## src/rtl/coherence_bus_ctrl.sv

```systemverilog
`default_nettype none
// +----------------------------------------------------------------------------+
// | Module   : coherence_bus_ctrl                                              |
// | Purpose  : Two-dcache snooping coherence controller sharing one RAM port.  |
// | Revision : 1.0  initial release                                            |
// +----------------------------------------------------------------------------+
module coherence_bus_ctrl #(
  parameter logic PRIO_RST = 1'b0
) (
  input  logic             CLK,
  input  logic             nRST,
  input  logic [1:0]       dREN,
  input  logic [1:0]       dWEN,
  input  logic [1:0]       cctrans,
  input  logic [1:0]       ccwrite,
  input  logic [1:0][31:0] daddr,
  input  logic [1:0][31:0] dstore,
  output logic [1:0]       dwait,
  output logic [1:0]       ccwait,
  output logic [1:0]       ccinv,
  output logic [1:0][31:0] dload,
  output logic [1:0][31:0] ccsnoopaddr,
  output logic             ramREN,
  output logic             ramWEN,
  output logic [31:0]      ramaddr,
  output logic [31:0]      ramstore,
  input  logic [31:0]      ramload,
  input  logic             ramwait
);

  typedef enum logic [2:0] {
    IDLE  = 3'd0,
    MEMWR = 3'd1,
    SNOOP = 3'd2,
    CCWB1 = 3'd3,
    CCWB2 = 3'd4,
    UPGR  = 3'd5,
    RD1   = 3'd6,
    RD2   = 3'd7
  } state_t;

  state_t      r_state;
  logic        r_req;
  logic        r_prio;
  logic        r_lat_inv;
  logic        r_lat_rd;
  logic [31:0] r_lat_addr;

  logic        w_snp;
  logic [1:0]  w_wr_cand;
  logic [1:0]  w_co_cand;
  logic        w_wr_win;
  logic        w_co_win;

  assign w_snp     = ~r_req;
  assign w_wr_cand = dWEN & ~cctrans & ~ccwait;
  assign w_co_cand = cctrans & (dREN | ccwrite) & ~ccwait;
  // Contention goes to the priority holder, otherwise to the lone candidate.
  assign w_wr_win  = (&w_wr_cand) ? r_prio : w_wr_cand[1];
  assign w_co_win  = (&w_co_cand) ? r_prio : w_co_cand[1];

  always_ff @(posedge CLK) begin
    if (!nRST) begin
      r_state    <= IDLE;
      r_prio     <= PRIO_RST;
      r_req      <= 1'b0;
      r_lat_addr <= 32'd0;
      r_lat_inv  <= 1'b0;
      r_lat_rd   <= 1'b0;
    end else begin
      case (r_state)
        IDLE: begin
          if (|w_wr_cand) begin
            r_req   <= w_wr_win;
            r_state <= MEMWR;
          end else if (|w_co_cand) begin
            r_req      <= w_co_win;
            r_lat_addr <= daddr[w_co_win];
            r_lat_inv  <= ccwrite[w_co_win];
            r_lat_rd   <= dREN[w_co_win];
            r_state    <= SNOOP;
          end
        end
        MEMWR: begin
          if (!dWEN[r_req]) begin
            r_prio  <= ~r_req;
            r_state <= IDLE;
          end
        end
        SNOOP: begin
          if (cctrans[w_snp]) begin
            if (ccwrite[w_snp])  r_state <= CCWB1;
            else if (!r_lat_rd)  r_state <= UPGR;
            else                 r_state <= RD1;
          end
        end
        CCWB1: if (!ramwait) r_state <= CCWB2;
        CCWB2: if (!ramwait) r_state <= r_lat_rd ? RD1 : UPGR;
        UPGR: begin
          r_prio  <= ~r_req;
          r_state <= IDLE;
        end
        RD1: if (!ramwait) r_state <= RD2;
        RD2: begin
          if (!ramwait) begin
            r_prio  <= ~r_req;
            r_state <= IDLE;
          end
        end
        default: r_state <= IDLE;
      endcase
    end
  end

  always_comb begin
    dwait       = 2'b11;
    dload[0]    = ramload;
    dload[1]    = ramload;
    ccwait      = 2'b00;
    ccinv       = 2'b00;
    ccsnoopaddr = '0;
    ramREN      = 1'b0;
    ramWEN      = 1'b0;
    ramaddr     = 32'd0;
    ramstore    = 32'd0;
    case (r_state)
      MEMWR: begin
        ramWEN       = 1'b1;
        ramaddr      = daddr[r_req];
        ramstore     = dstore[r_req];
        dwait[r_req] = ramwait;
      end
      SNOOP: begin
        ccwait[w_snp]      = 1'b1;
        ccsnoopaddr[w_snp] = r_lat_addr;
        ccinv[w_snp]       = r_lat_inv;
      end
      CCWB1, CCWB2: begin
        ccsnoopaddr[w_snp] = r_lat_addr;
        ramWEN             = 1'b1;
        ramaddr            = daddr[w_snp];
        ramstore           = dstore[w_snp];
        dwait[w_snp]       = ramwait;
      end
      UPGR: ccinv[r_req] = 1'b1;
      RD1, RD2: begin
        ccinv[r_req]       = (r_state == RD1);
        ccsnoopaddr[r_req] = r_lat_addr;
        ramREN             = dREN[r_req];
        ramaddr            = daddr[r_req];
        dwait[r_req]       = ramwait;
      end
      default: ;
    endcase
  end

endmodule
`default_nettype wire
```

## config.mk

```make
export PLATFORM = sky130hd
export DESIGN_NAME = coherence_bus_ctrl
export DESIGN_NICKNAME = d
export VERILOG_FILES = /design/src/rtl/coherence_bus_ctrl.sv
export SDC_FILE = /design/constraint.sdc
export NUM_CORES = 1
export LEC_CHECK = 0
export CAP_MARGIN = 40
export CELL_PAD_IN_SITES_DETAIL_PLACEMENT = 1
export CELL_PAD_IN_SITES_GLOBAL_PLACEMENT = 2
export CORE_MARGIN = 2
export CORE_UTILIZATION = 15
export CTS_BUF_LIST = sky130_fd_sc_hd__clkbuf_2 sky130_fd_sc_hd__clkbuf_4 sky130_fd_sc_hd__clkbuf_8
export DETAILED_ROUTE_END_ITERATION = 6
export HOLD_SLACK_MARGIN = 0.03
export PLACE_DENSITY = 0.85
export SETUP_SLACK_MARGIN = 0.2
export SLEW_MARGIN = 20
export SYNTH_ARGS = -nofsm -noshare
export SYNTH_HDL_FRONTEND = slang
export SYNTH_SLANG_ARGS = --single-unit
export TNS_END_PERCENT = 1
```

## constraint.sdc

```tcl
create_clock -name CLK -period 1.9 [get_ports CLK]
set_input_delay 0.19 -clock CLK [delete_from_list [all_inputs] [get_ports CLK]]
set_output_delay 0.19 -clock CLK [all_outputs]
set_load 0.05 [all_outputs]
```

* Word-level counts from Yosys, hierarchy flattened *
Cells that the tools add are included.

word-level totals
  logic and storage cells = 116
  output and inout bits = 200
  register bits = 39

operators by class
  reduce and logical (&&, ||, !) cells = 18
  mux-type cells = 56
  bitwise gates (word level) = 17
  eq/ne operators = 14
  $lt $le $gt $ge = 5

operator list
  kind                                                                           count
  32-bit two-way mux                                                             12
  64-bit AND                                                                     2
  32-bit case mux with 2 select lines                                            2
  64-bit case mux with 2 select lines                                            1
  32-bit demux with 1-bit select                                                 2
  3-bit two-way mux                                                              9
  3-bit case mux with 8 select lines                                             1
  1-bit two-way mux                                                              22
  2-bit AND                                                                      6
  3-bit equality test (second input constant)                                    4
  2-bit != test (second input constant)                                          6
  3-bit OR reduction                                                             3
  2-bit NOT                                                                      4
  2-bit OR reduction                                                             4
  7-bit AND reduction                                                            1
  3-bit by 2-bit equality test with 1-bit output (second input constant)         2
  1-bit by 2-bit less-than comparator with 1-bit output (second input constant)  3
  2-bit bitwise OR                                                               3
  2-bit case mux with 3 select lines                                             1
  2-bit AND reduction                                                            3
  3-bit AND reduction                                                            2
  2-bit two-way mux                                                              2
  2-bit case mux with 2 select lines                                             1
  3-bit by 1-bit equality test with 1-bit output (second input constant)         1
  other kinds (9)                                                                13

* Longest topological paths before layout *
  word-level depth = 12
  depth in mapped cells = 8

* Worst setup path after synthesis *
OpenSTA, ideal clock, no wires.

  path type = flip-flop to output port
  start = reg r_state[1]
  end = out ramstore[13]
  arrival = 2196 ps
  path buffers = 3
  required time = 1710 ps
  stages on the path, launching flop included = 8
  path slack = -486 ps
  cells stage by stage = dfxtp_1 -> clkbuf_1 -> nor2b_1 -> a21o_1 -> buf_2 -> buf_1 -> a221oi_1 -> nor2_1

between the ends
  cells in the longest elaborated chain, start to end = 3
  elaborated cells on any way between the ends = 5
  those cells by class = eq/ne: 3; mux: 1; reduce/logical: 1

RTL lines
  item                                                                                          RTL line  text
  start, declared                                                                               42        state_t r_state;
  start signal, assigned                                                                        98        CCWB2: if (!ramwait) r_state <= r_lat_rd ? RD1 : UPGR;
  3-bit by 2-bit equality test with 1-bit output / 3-bit equality test (equally long branches)  126       case (r_state)
  2-bit OR reduction                                                                            126
  32-bit case mux with 2 select lines (*)                                                       126
  end, declared                                                                                 26        output logic [31:0] ramstore,

Mark *: on every way between the ends. The rest lies on a longest branch, timed or not.

* Final worst setup path *
  start = reg r_state[1]
  end = out ramaddr[21]

between the ends
  cells in the longest elaborated chain, start to end = 3
  elaborated cells on any way between the ends = 8
  those cells by class = eq/ne: 5; mux: 1; reduce/logical: 2

RTL lines
  item                                                                       RTL line  text
  3-bit equality test, or another cell as far along                          126
  3-bit OR reduction (no line) / 2-bit OR reduction (equally long branches)  --
  32-bit case mux with 2 select lines (*)                                    126
  end, declared                                                              25        output logic [31:0] ramaddr,

Marks and branches as above.

==> metrics list <==
* Metal-1 WL: 8.95 mm
- The final number of max-transition violations came to 0.
* Post-Synthesis Cell Area: 0.00446 mm^2
- Endpoint required time on the critical path: 1.71 ns
- Multi-input gate area in the final layout: 0.00420 mm^2
- Starting utilization of the core area: 15.1%
* WP data arrival: 1.97 ns
* Timing-limited maximum frequency: 462 MHz
- Asr flop ratio synth: 0%
- Register share of total power: 7.1%
- The signal on the critical path passes through buf_12, nor3_4, a21oi_2, o22ai_4, buf_6, clkbuf_16, a22o_4, buf_12.
* Root buffer selected by CTS: clkbuf_8
- At the later pin of the worst-skew pair, clock insertion delay measures 0.30 ns.
* Largest net degree at the start of global routing: 36
- Counting cells, the worst reg-to-reg path comes to 6.
- Number of buffers created by CTS: 5
- Total DRC errors in the routed layout: 0
* Cell type with the highest aggregate area in the netlist: dfxtp_1
- Number of vias per cell: 4.60
* Reg2Reg Capture Point: r_lat_addr[10]
* Hold Path Class: in2out
* Clock tree sinks: 39
- Worst setup slack after layout: -0.265 ns
- For the pin with the worst max-slew slack, the measured transition is 0.453 ns.
* Run status: finished with violations
- The cell that appears most often on the critical path is buf_12.
* Hold path startpoint: ramload[29]
- Share of cells above drive strength 1: 61.4%
- Syn Area/Cell: 8.24 um^2
- Of the total power, the clock network draws 3.2%.
- Clock tree from TritonCTS: built
* Start-to-end type of the worst setup path: reg2out
- The number of antenna violations at the first check in global routing came to 0.
- Critical path launch point type: register
* H-tree depth reported by CTS: 2
* Worst vdd rail ir drop: 981 uV
* Total Nets Final: 949
- Number of synthesis warnings: 0
- For this design the static power due to leakage is 4.09 nW.
- Number of fillers in the final layout: 3150
- Top metal layer carrying routed signals: met4
- Metal2 WL: 12.9 mm
* Met3 wire len: 1.89 mm
- For this design the ratio of total power to cell area is 1800 mW/mm^2.
- Count of cells along the worst hold path: 0
* Estimated wirelength of the detail-placed design: 17.0 mm
- Post-synthesis net count: 713
- The first routing iteration left 185 violations.
- Final setup violation count: 167
* First-pass GRT wire length: 34.8 mm
- The checks that failed: setup timing.
* Final RePlAce weighted congestion: 0.803
- Post-synthesis sequential area ratio: 17.5%
- The top cell type by area accounts for 17.5% of the synthesized area.
* Maximum fanout along the worst path: 8
- Area Growth Syn to Fin: 139%
- Slack of the worst reg-to-reg path: -0.12 ns
* Commonest cells in the netlist: and2_1 (65), buf_4 (65), a221oi_1 (64), mux2i_1 (41)
- Final design utilization: 36.2%
- Total power for the finished layout comes to 19.3 mW.
- Setup repair after global routing could not meet its margin everywhere.
* Remaining global-route overflow: 0
- In this run the tool buffered the top-level ports with 274 buffer cells.
* GRT Util Overall: 14.4%
* Number of synthesized flops with an enable pin: 0
- Ys flop type: dfxtp_1
* Beginning of the worst register-to-register path: r_state[0]
* Boundary pin count: 371
- Across the whole layout, storage elements account for 796 um^2.
- The die is 177 um tall.
- Switching part of the total: 51.0%
- Distinct cells, synth: 48
- Die area: 0.0312 mm^2
* Element type at the critical path end: output pin
- After detailed routing, the total wire length is 24.4 mm.
- Clock edge transition at the registers on the reported setup and hold paths: 0.08 ns
- Power share of the combinational group: 89.7%
- Max stage delay cell, worst path: dfxtp_4
- The largest single stage delay on the critical path is 0.38 ns.
* WHS Endpoint: dload[29]
- Number of routed nets with antenna violations: 0
- The die is 177 um wide.
* Number of cells produced by synthesis: 542
- Measured against its own limit, the worst slew margin works out to 69.5%.
- Max-cap violations in this run came to 0.
- In the final routed layout, each cell accounts on average for 20.9 um.
* Ranking of synthesized cells by area: dfxtp_1 (17%), a221oi_1 (13%), buf_4 (11%)
* Clock tree buffer depth: 2
- Site Rows: 63
- Internal power: 9.44 mW
- Vias after detailed routing: 5374
* Post-synthesis register bit count: 39
- The region available for standard cell placement spans 0.0295 mm^2.
- For the finished layout, the period the worst path requires is 2.16 ns.
- The clock arrives with 0.00991 ns of skew.
- The via count of the first global-routing pass came to 6010.
- Switching power summed over all nets: 9.83 mW
- First-pass detailed-route iteration total: 4
- The count of final hold-check violations was 0.
* Ratio of final minimum period to clock period: 114%
* Final antenna diode count: 0
per-stage QoR:
step	TNS, ns	area [um^2]	std cells	worst slack, ns	hold WS (ns)
after global placement	-3.31	9320	1144	-0.0987	0.381
after detailed placement	-8.34	9320	1144	-0.155	0.381
after global routing	-43.04	10700	1169	-0.361	0.380
final	-24.57	10700	1169	-0.265	0.380
after floorplan	-2.15	4880	542	-0.0373	0.329
after CTS	-26.22	10200	1162	-0.251	0.381
cells by family (layout without fill, tap and decap cells):
family | count (synthesis) | after routing | share of synthesized area (%)
multiplexers | 42 | 42 | 9.44
AND/OR/NAND/NOR | 133 | 133 | 16.6
XOR/XNOR | 1 | 1 | 0.196
buffers and inverters | 129 | 366 | 18.8
AO/OA/AOI/OAI | 198 | 198 | 37.5
flip-flops | 39 | 39 | 17.5
worst max-delay path, delay by kind of cell (launching register included):
family                 cells  cell delay, ns
AOI/OAI and AO/OA          3            0.44
and+or+nand+nor            1            0.19
buffers and inverters      4            0.66
DFF                        1            0.38
flip-flops by register name, indices dropped and copies added (netlist names):
signal	count
r_prio	1
r_lat_inv	1
r_state	3
r_lat_rd	1
r_lat_addr	32
r_req	1
power by group through the flow:
stage / Sequential (mW) / Clock [mW] / Combinational, mW
3_3_place_gp: 1.32 / 0 / 14.9
6_report: 1.37 / 0.617 / 17.3
4_1_cts: 1.35 / 0.660 / 16.4
5_1_grt: 1.41 / 0.679 / 18.1
2_1_floorplan: 1.20 / 0 / 8.48
3_5_place_dp: 1.34 / 0 / 15.1
what timing repair did:
| item | CTS | global route |
|---|---|---|
| setup buffers | 8 | 4 |
| resized for setup | 99 | 76 |
| endpoints found under the setup margin | 172 | 175 |
| gates cloned | 2 | 3 |
| pin swaps | 18 | 33 |
| hold buffers | 0 | 0 |
worst max path at each step:
stage                     startpoint            to  slack [ns]  cells after the start
after floorplan           r_state[1]  ramstore[13]       -0.04                      7
after global placement    cctrans[0]         r_req        -0.1                      7
after detailed placement  cctrans[0]         r_req       -0.15                      7
after CTS                 r_state[1]  ramstore[27]       -0.25                      7
after global routing      r_state[1]   ramaddr[29]       -0.36                      8
final                     r_state[1]   ramaddr[21]       -0.26                      8
routing by layer:
layer,GRT usage [%],vias up
li1,-,2476
met1,14.9,2630
met2,27.5,217
met3,4.11,51
met4,4.82,0
met5,0,-
layout by cell type (no fill, tap or decap), types with 9 or more instances in the layout:
master	Yosys	final
nor2_4	0	33
a211oi_2	30	30
and2_2	0	39
and2_4	0	26
buf_12	3	156
a221oi_2	0	42
a22o_4	0	23
clkdlybuf4s50_1	0	138
a21oi_1	39	35
mux2i_1	41	40
a221oi_4	0	19
buf_4	65	46
dfxtp_1	39	35
a22o_2	0	9
final cells by class:
| class | count | share of cell area [%] |
|---|---|---|
| clock buffer | 5 | 0.645 |
| clock inverter | 3 | 0.188 |
| inverter | 6 | 0.211 |
| multi-input combinational | 374 | 39.4 |
| sequential | 39 | 7.46 |
| tap | 390 | 4.57 |
| timing repair buffer | 352 | 47.5 |
Power figures use the tool's default switching activity.
